<file path="config.mk">
export PLATFORM = sky130hd
export DESIGN_NAME = pipe_ctrl
export DESIGN_NICKNAME = d
export VERILOG_FILES = /design/src/rtl/pipe_ctrl_pkg.sv /design/src/rtl/mem_wait_fsm.sv /design/src/rtl/pipe_ctrl.sv
export SDC_FILE = /design/constraint.sdc
export NUM_CORES = 1
export LEC_CHECK = 0
export CAP_MARGIN = 10
export CELL_PAD_IN_SITES_DETAIL_PLACEMENT = 0
export CELL_PAD_IN_SITES_GLOBAL_PLACEMENT = 2
export CORE_ASPECT_RATIO = 0.9
export CORE_MARGIN = 5
export CORE_UTILIZATION = 26
export CTS_CLUSTER_DIAMETER = 200
export DETAILED_ROUTE_END_ITERATION = 6
export PLACE_DENSITY_LB_ADDON = 0.2
export SLEW_MARGIN = 20
export SYNTH_ARGS = -nofsm -noshare
export SYNTH_HDL_FRONTEND = slang
export SYNTH_SLANG_ARGS = --single-unit
</file>
<file path="constraint.sdc">
create_clock -name clk -period 2.5 [get_ports clk]
set_input_delay 0.5 -clock clk [delete_from_list [all_inputs] [get_ports clk]]
set_output_delay 0.5 -clock clk [all_outputs]
set_load 0.05 [all_outputs]
</file>
<file path="src/rtl/pipe_ctrl_pkg.sv">
// Shared types and defaults for the pipeline controller and its SRAM wait FSM.
package pipe_ctrl_pkg;

    typedef enum logic [1:0] {
        ST_IDLE = 2'd0,
        ST_WAIT = 2'd1,
        ST_DONE = 2'd2
    } mem_state_e;

    localparam int REG_W_DEF       = 4;
    localparam int WAIT_CYCLES_DEF = 4;
    localparam int WCNT_W          = 4;
    localparam int STALL_W         = 16;

endpackage

</file>
<file path="src/rtl/mem_wait_fsm.sv">
// SRAM wait-state sequencer: tracks one memory access and freezes the pipe until DONE.
//  state | meaning
//  IDLE  | no access in flight; a memory instruction in MEM starts one
//  WAIT  | SRAM access in progress, wcnt counts down to terminal count 0
//  DONE  | data available; the instruction leaves MEM this cycle
module mem_wait_fsm
    import pipe_ctrl_pkg::*;
#(
    parameter int WAIT_CYCLES = WAIT_CYCLES_DEF
) (
    input  logic clk,
    input  logic rst_n,
    input  logic mem_access,
    output logic freeze,
    output logic sram_busy
);

    localparam logic [WCNT_W-1:0] WCNT_INIT = WCNT_W'(WAIT_CYCLES - 2);

    mem_state_e        r_state;
    logic [WCNT_W-1:0] r_wcnt;
    logic              r_sram_busy;

    always_ff @(posedge clk or negedge rst_n) begin
        if (!rst_n) begin
            r_state     <= ST_IDLE;
            r_wcnt      <= '0;
            r_sram_busy <= 1'b0;
        end else begin
            case (r_state)
                ST_IDLE: begin
                    if (mem_access) begin
                        r_state     <= ST_WAIT;
                        r_wcnt      <= WCNT_INIT;
                        r_sram_busy <= 1'b1;
                    end
                end
                ST_WAIT: begin
                    if (r_wcnt != '0) begin
                        r_wcnt <= r_wcnt - 1'b1;
                    end else begin
                        r_state     <= ST_DONE;
                        r_sram_busy <= 1'b0;
                    end
                end
                ST_DONE: begin
                    r_state <= ST_IDLE;
                end
                default: begin
                    r_state     <= ST_IDLE;
                    r_wcnt      <= '0;
                    r_sram_busy <= 1'b0;
                end
            endcase
        end
    end

    // Freeze must act in the same cycle the access appears, so it is not registered.
    assign freeze    = mem_access & (r_state != ST_DONE);
    assign sram_busy = r_sram_busy;

endmodule

</file>
<file path="src/rtl/pipe_ctrl.sv">
// Pipeline control: hazard detection, freeze/branch/hazard priority mux and stall counter.
module pipe_ctrl
    import pipe_ctrl_pkg::*;
#(
    parameter int WAIT_CYCLES = WAIT_CYCLES_DEF,
    parameter int REG_W       = REG_W_DEF
) (
    input  logic               clk,
    input  logic               rst_n,
    input  logic [REG_W-1:0]   id_src1,
    input  logic [REG_W-1:0]   id_src2,
    input  logic               id_src1_vld,
    input  logic               id_src2_vld,
    input  logic [REG_W-1:0]   ex_dest,
    input  logic               ex_wb_en,
    input  logic               ex_mem_r_en,
    input  logic [REG_W-1:0]   mem_dest,
    input  logic               mem_wb_en,
    input  logic               fwd_en,
    input  logic               ex_branch_taken,
    input  logic               mem_access,
    output logic               pc_load,
    output logic               ifid_load,
    output logic               idex_load,
    output logic               exmem_load,
    output logic               memwb_load,
    output logic               ifid_clear,
    output logic               idex_clear,
    output logic               sram_busy,
    output logic [STALL_W-1:0] stall_cnt
);

    logic w_freeze;
    logic w_ex_hit;
    logic w_mem_hit;
    logic w_hazard;
    logic [STALL_W-1:0] r_stall_cnt;

    mem_wait_fsm #(
        .WAIT_CYCLES(WAIT_CYCLES)
    ) u_mem_wait_fsm (
        .clk       (clk),
        .rst_n     (rst_n),
        .mem_access(mem_access),
        .freeze    (w_freeze),
        .sram_busy (sram_busy)
    );

    assign w_ex_hit  = ex_wb_en & ((id_src1_vld & (id_src1 == ex_dest)) |
                                   (id_src2_vld & (id_src2 == ex_dest)));
    assign w_mem_hit = mem_wb_en & ((id_src1_vld & (id_src1 == mem_dest)) |
                                    (id_src2_vld & (id_src2 == mem_dest)));

    // With forwarding only a load in EX cannot be bypassed in time.
    assign w_hazard  = fwd_en ? (w_ex_hit & ex_mem_r_en) : (w_ex_hit | w_mem_hit);

    always_comb begin
        pc_load    = 1'b1;
        ifid_load  = 1'b1;
        idex_load  = 1'b1;
        exmem_load = 1'b1;
        memwb_load = 1'b1;
        ifid_clear = 1'b0;
        idex_clear = 1'b0;
        if (w_freeze) begin
            pc_load    = 1'b0;
            ifid_load  = 1'b0;
            idex_load  = 1'b0;
            exmem_load = 1'b0;
            memwb_load = 1'b0;
        end else if (ex_branch_taken) begin
            ifid_clear = 1'b1;
            idex_clear = 1'b1;
        end else if (w_hazard) begin
            pc_load    = 1'b0;
            ifid_load  = 1'b0;
            idex_clear = 1'b1;
        end
    end

    always_ff @(posedge clk or negedge rst_n) begin
        if (!rst_n) begin
            r_stall_cnt <= '0;
        end else if ((w_freeze | w_hazard) && (r_stall_cnt != {STALL_W{1'b1}})) begin
            r_stall_cnt <= r_stall_cnt + 1'b1;
        end
    end

    assign stall_cnt = r_stall_cnt;

endmodule

</file>
Word-level counts from Yosys, hierarchy flattened
Index checks and enable logic that the tools add are counted.

storage, ports and cells
  flip-flop bits (word level) = 23
  input bits = 26
  word-level logic and storage cells = 55

cells by class
  add/subtract/negate cells = 2
  eq/ne operators = 11
  multiplexer cells = 19
  bitwise logic cells = 13
  reduce and logical (&&, ||, !) cells = 6

operators with widths
  operator                                                                  count
  16-bit by 1-bit adder with 16-bit output (second input constant)          1
  4-bit == test                                                             4
  16-bit inequality test (second input constant)                            1
  1-bit two-way mux                                                         12
  4-bit one-hot mux with 3 select lines                                     1
  1-bit bitwise AND                                                         8
  4-bit two-way mux                                                         2
  2-bit inequality test (second input constant)                             3
  3-bit AND reduction                                                       2
  2-bit two-way mux                                                         2
  1-bit OR                                                                  4
  2-bit one-hot mux with 2 select lines                                     1
  4-bit nonzero test                                                        1
  4-bit by 1-bit subtractor with 4-bit output (second input constant)       1
  1-bit one-hot mux with 3 select lines                                     1
  2-bit by 1-bit == test with 1-bit output (second input constant)          1
  2-bit == test (second input constant)                                     1
  2-bit zero test                                                           1
  2-bit by 1-bit inequality test with 1-bit output (second input constant)  1
  2-bit AND reduction                                                       1
  1-bit logical AND                                                         1
  1-bit inverter                                                            1

Longest topological paths before layout
  depth in word-level cells = 9
  depth in mapped cells = 8
  depth with buffers taken out = 7

Modules after synthesis
From an unflattened synthesis, not the netlist that was laid out.

second synthesis, totals
  cells, all modules = 154
  area, all modules = 1544.0 um2

by module, submodules not included
  module        times used  cells each  area an instance (um2)  sequential area each (um2)
  pipe_ctrl     1           114         1141.1                  400.4
  mem_wait_fsm  1           40          402.9                   175.2

Least setup slack after synthesis
Ideal clock, no wire load.

  kind = register to output
  start point = register u_mem_wait_fsm.r_state[0]
  end point = output port pc_load
  arrival = 2.796 ns
  data required time = 2.000 ns
  setup slack = -0.796 ns
  cell stages (with the launch flop) = 6
  path through = dfrtp_1 -> clkbuf_1 -> o21ai_1 -> and2_1 -> nand2b_1 -> buf_4

on the way
  word-level cells in the longest chain between the ends = 3

ends and longest elaborated chain
  item                      RTL line            source
  start: declaration        mem_wait_fsm.sv:20  mem_state_e r_state;
  start signal: assignment  mem_wait_fsm.sv:26  r_state <= ST_IDLE;
  start signal: assignment  mem_wait_fsm.sv:33  r_state <= ST_WAIT;
  start signal: assignment  mem_wait_fsm.sv:42  r_state <= ST_DONE;
  2-bit inequality test     mem_wait_fsm.sv:59  assign freeze = mem_access & (r_state != ST_DONE);
  1-bit bitwise AND         mem_wait_fsm.sv:59
  1-bit two-way mux         n/a
  end: declaration          pipe_ctrl.sv:22     output logic pc_load,

Every way passes these cells.

Worst setup path in the final report
  start point = input port id_src2_vld
  end point = output port idex_clear

on the way
  word-level cells in the longest chain between the ends = 8
  elaborated cells between the ends (all ways) = 12
  those cells by class = 4 x mux; 8 x bitwise

ends and longest elaborated chain
  item                                                  RTL line                          source
  start: declaration                                    pipe_ctrl.sv:13                   input logic id_src2_vld,
  1-bit bitwise AND, on equally long branches           pipe_ctrl.sv:50, pipe_ctrl.sv:52
  1-bit OR, on equally long branches                    pipe_ctrl.sv:49, pipe_ctrl.sv:51
  1-bit bitwise AND, on equally long branches           pipe_ctrl.sv:49, pipe_ctrl.sv:51
  1-bit OR / 1-bit bitwise AND (equally long branches)  pipe_ctrl.sv:55                   assign w_hazard = fwd_en ? (w_ex_hit & ex_mem_r_en) : (w_ex_hit | w_mem_hit);
  1-bit two-way mux (*)                                 pipe_ctrl.sv:55
  1-bit two-way mux (*)                                 pipe_ctrl.sv:74                   end else if (w_hazard) begin
  1-bit two-way mux (*)                                 pipe_ctrl.sv:71                   end else if (ex_branch_taken) begin
  1-bit two-way mux (*)                                 pipe_ctrl.sv:65                   if (w_freeze) begin
  end: declaration                                      pipe_ctrl.sv:28                   output logic idex_clear,

Mark *: on every way between the ends. The rest lies on a longest branch, timed or not.

==> flow_summary.yaml <==
finish:
  drive_above_1_share: 0.215
  mostFrequentLayoutCell: "clkdlybuf4s50_1"
  nNetsFinal: 239
  final_cell_mix: "clkdlybuf4s50_1, dfrtp_1, dlymetal6s2s_1, buf_4, xnor2_1"
  area_growth_pct: 65.6
  nFillCells: 514
  fin_util: 0.444
  antenna_cells: 0
  finalInstanceArea_um2: 2330
timing:
  tightest_slew_ns: 0.505
  max_freq_mhz: 422
  hold_ws_ns: 0.505
  timing.setup.tns_ns: 0
  setup_violations: 0
  finalCriticalPeriod_ns: 2.37
  rsz0062_at_grt: "false"
  hold_viol_final: 0
  finClkSkew_ns: 0.00575
  slew-limit-headroom: 0.662
  maxSlewViolCount: 0
  finalCritPeriodShare: 0.949
synth:
  synth_adder_area_share: 0.0266
  yosys_warnings: 0
  syn-num-nets: 178
  ys_types: 36
  post_synth_inst_count: 149
  synth.top_cell.area_share: 0.408
  avgSynthCellArea_um2: 9.46
  synth_top_family_by_area: "simple AND/OR/NAND/NOR gates"
  ys_seq_elements: 23
  synthXorXnorAreaFrac: 0.174
  synth_area_leaders: "dfrtp_1, xor2_1, xnor2_1"
  yosysSeqAreaShare: 0.408
  synth-simple-area-share: 0.234
  synth_top_area_cell: "dfrtp_1"
  netlist_area_um2: 1410
  synth_compound_area_frac: 0.0816
  synthMuxAreaShare: 0.0337
route:
  wirelength_um: 4030
  drt-met1-wl_um: 1860
  drt_iter0_markers: 66
  wl_per_cell_um: 14.6
  dr_wl_met2_um: 2030
  drtAntennaViolNets: 0
  drc: 0
  via_count: 1269
  dr.max_layer_used: "met4"
  viasPerCell: 4.60
  first_pass_iters: 4
  wl_met3_um: 121
clocking:
  cts_root_buf: "clkbuf_8"
  cts.sinks: 23
  htreeDepth: 1
  clock_latency_ns: 0.26
  tritoncts: "done"
  hold_buffers: 0
  cts.path.max_buffers: 2
  cts_buffers: 3
  path_clk_slew_ns: 0.08
setup_path:
  cp_max_fo: 3
  critPathRequiredTime_ns: 2.00
  endpoint_kind: "output pin"
  cp-start-kind: "input port"
  crit_type: "in2out"
  cp-startpoint: "id_src2_vld"
  reg2reg_to: "stall_cnt[1]$_DFFE_PN0P_"
  rrSetupSlack_ns: 0.51
  r2r_start: "stall_cnt[0]$_DFFE_PN0P_"
  reg2reg_depth: 6
  critPathCapture: "idex_clear"
  crit_arrival_ns: 1.87
grt:
  antenna_found_initial: 0
  grt_overflow: 0
  grt_pass1_vias: 1308
  grtUsageTotal: 0.111
  grt_max_degree: 24
  grt_first_pass_wirelength_um: 6200
flow_run:
  cap_violations: 0
power:
  ir_worst_vdd_mv: 0.566
  p_clk_frac: 0.123
  pwr-share-comb: 0.548
  powerDensity_nw_per_um2: 795
  p_leak_nw: 1.12
  p_total_w: 0.00186
  power.net_switching_w: 0.000829
  seq_power_share: 0.330
  p_sw_frac: 0.447
  p_int_w: 0.00103
die:
  start_util: 0.268
  die_x_um: 87.6
  rows: 25
  die_h_um: 79.9
  dieArea_um2: 7000
  core_um2: 5260
  ioPinCount: 50
status:
  status: "finished, final reports clean"
placement:
  place_area_um2: 2090
  place_congestion: 0.912
  dp_hpwl_um: 2920
  place.port_buffers: 49
hold_path:
  min_path_type: "reg2reg"
## sequential cells by signal, indices dropped and copies added, names as in the netlist
name	count
stall_cnt	16
u_mem_wait_fsm.r_wcnt	4
u_mem_wait_fsm.sram_busy	1
u_mem_wait_fsm.r_state	2
## worst min path at each step
stage	endpoint	from	slack (ns)	cells after the start
4_1_cts	stall_cnt[10]$_DFFE_PN0P_	stall_cnt[10]$_DFFE_PN0P_	0.51	1
6_report	stall_cnt[10]$_DFFE_PN0P_	stall_cnt[10]$_DFFE_PN0P_	0.51	1
5_1_grt	stall_cnt[7]$_DFFE_PN0P_	stall_cnt[7]$_DFFE_PN0P_	0.54	1
3_5_place_dp	stall_cnt[10]$_DFFE_PN0P_	stall_cnt[10]$_DFFE_PN0P_	0.49	1
2_1_floorplan	stall_cnt[0]$_DFFE_PN0P_	rst_n	0.20	0
3_3_place_gp	stall_cnt[8]$_DFFE_PN0P_	stall_cnt[8]$_DFFE_PN0P_	0.48	1
## cell families (layout without fill, tap and decap cells)
logic type	after synthesis	in the layout
compound gates	19	19
xor+xnor	28	28
fa+ha+maj	3	3
buf+inv	12	72
flops	23	23
mux	4	4
simple gates	60	60
## what timing repair did
item                                   CTS  global route
resized for setup                        2            35
setup buffers                            4             2
setup endpoints to repair                3             7
pin swaps                                5            12
endpoints found under the hold margin    0             0
## worst max-delay path, stage by stage
cell and delay (ns):
clkdlybuf4s50_1 0.52, nand3_2 0.12, nor4_4 0.23, a31oi_2 0.09, nand2_1 0.10, o21a_1 0.17
buf_12 0.14
## power groups by stage
stage / Combinational, W / Clock (W) / Sequential, W
after CTS: 0.00101 / 0.000239 / 0.000611
after detailed placement: 0.000995 / 0 / 0.000614
after global routing: 0.00109 / 0.000254 / 0.000635
after global placement: 0.000991 / 0 / 0.000615
after floorplan: 0.000455 / 0 / 0.000796
final: 0.00102 / 0.000228 / 0.000612
## Yosys cell counts
library cell	count
o21a_1	1
a21boi_0	1
and2_1	3
nand3_1	10
a21oi_1	5
xor2_1	15
nor4_1	4
nor2b_1	3
or3_1	1
o22ai_1	2
dfrtp_1	23
buf_2	2
mux2i_1	1
o21ai_0	3
nor3b_1	1
or3_4	1
and2_4	1
nor3_1	2
a31oi_1	3
xnor2_1	13
inv_1	5
a211oi_1	1
a41oi_1	1
and2b_1	1
clkbuf_1	2
nand2_1	9
nand2b_1	2
mux2_1	2
o21ai_1	1
o211ai_1	1
nor2_1	7
buf_4	3
mux2_4	1
nand4_1	5
ha_1	3
and3_1	10
## routing by layer
metal | global-route usage | up-vias
met2 | 0.178 | 18
met3 | 0.0268 | 2
met1 | 0.153 | 621
met4 | 0.0184 | 0
li1 | - | 628
met5 | 0 | -
## per-stage QoR
step | setup WS [ns] | cells
2_1_floorplan | 0.0513 | 149
3_3_place_gp | -0.0201 | 266
3_5_place_dp | -0.0418 | 266
4_1_cts | 0.00815 | 274
5_1_grt | 0.0598 | 276
6_report | 0.129 | 276
## cell type report
| cell class | count | area (um2) | share of cell area |
|---|---|---|---|
| multi-input cells | 114 | 905 | 0.387 |
| repair buffers | 63 | 707 | 0.303 |
| flip-flops and latches | 23 | 576 | 0.247 |
| well taps | 67 | 83.8 | 0.0359 |
| clock buffers | 4 | 45.0 | 0.0193 |
| inverters | 5 | 18.8 | 0.00804 |
No activity file was read; power rests on OpenSTA's default activity.
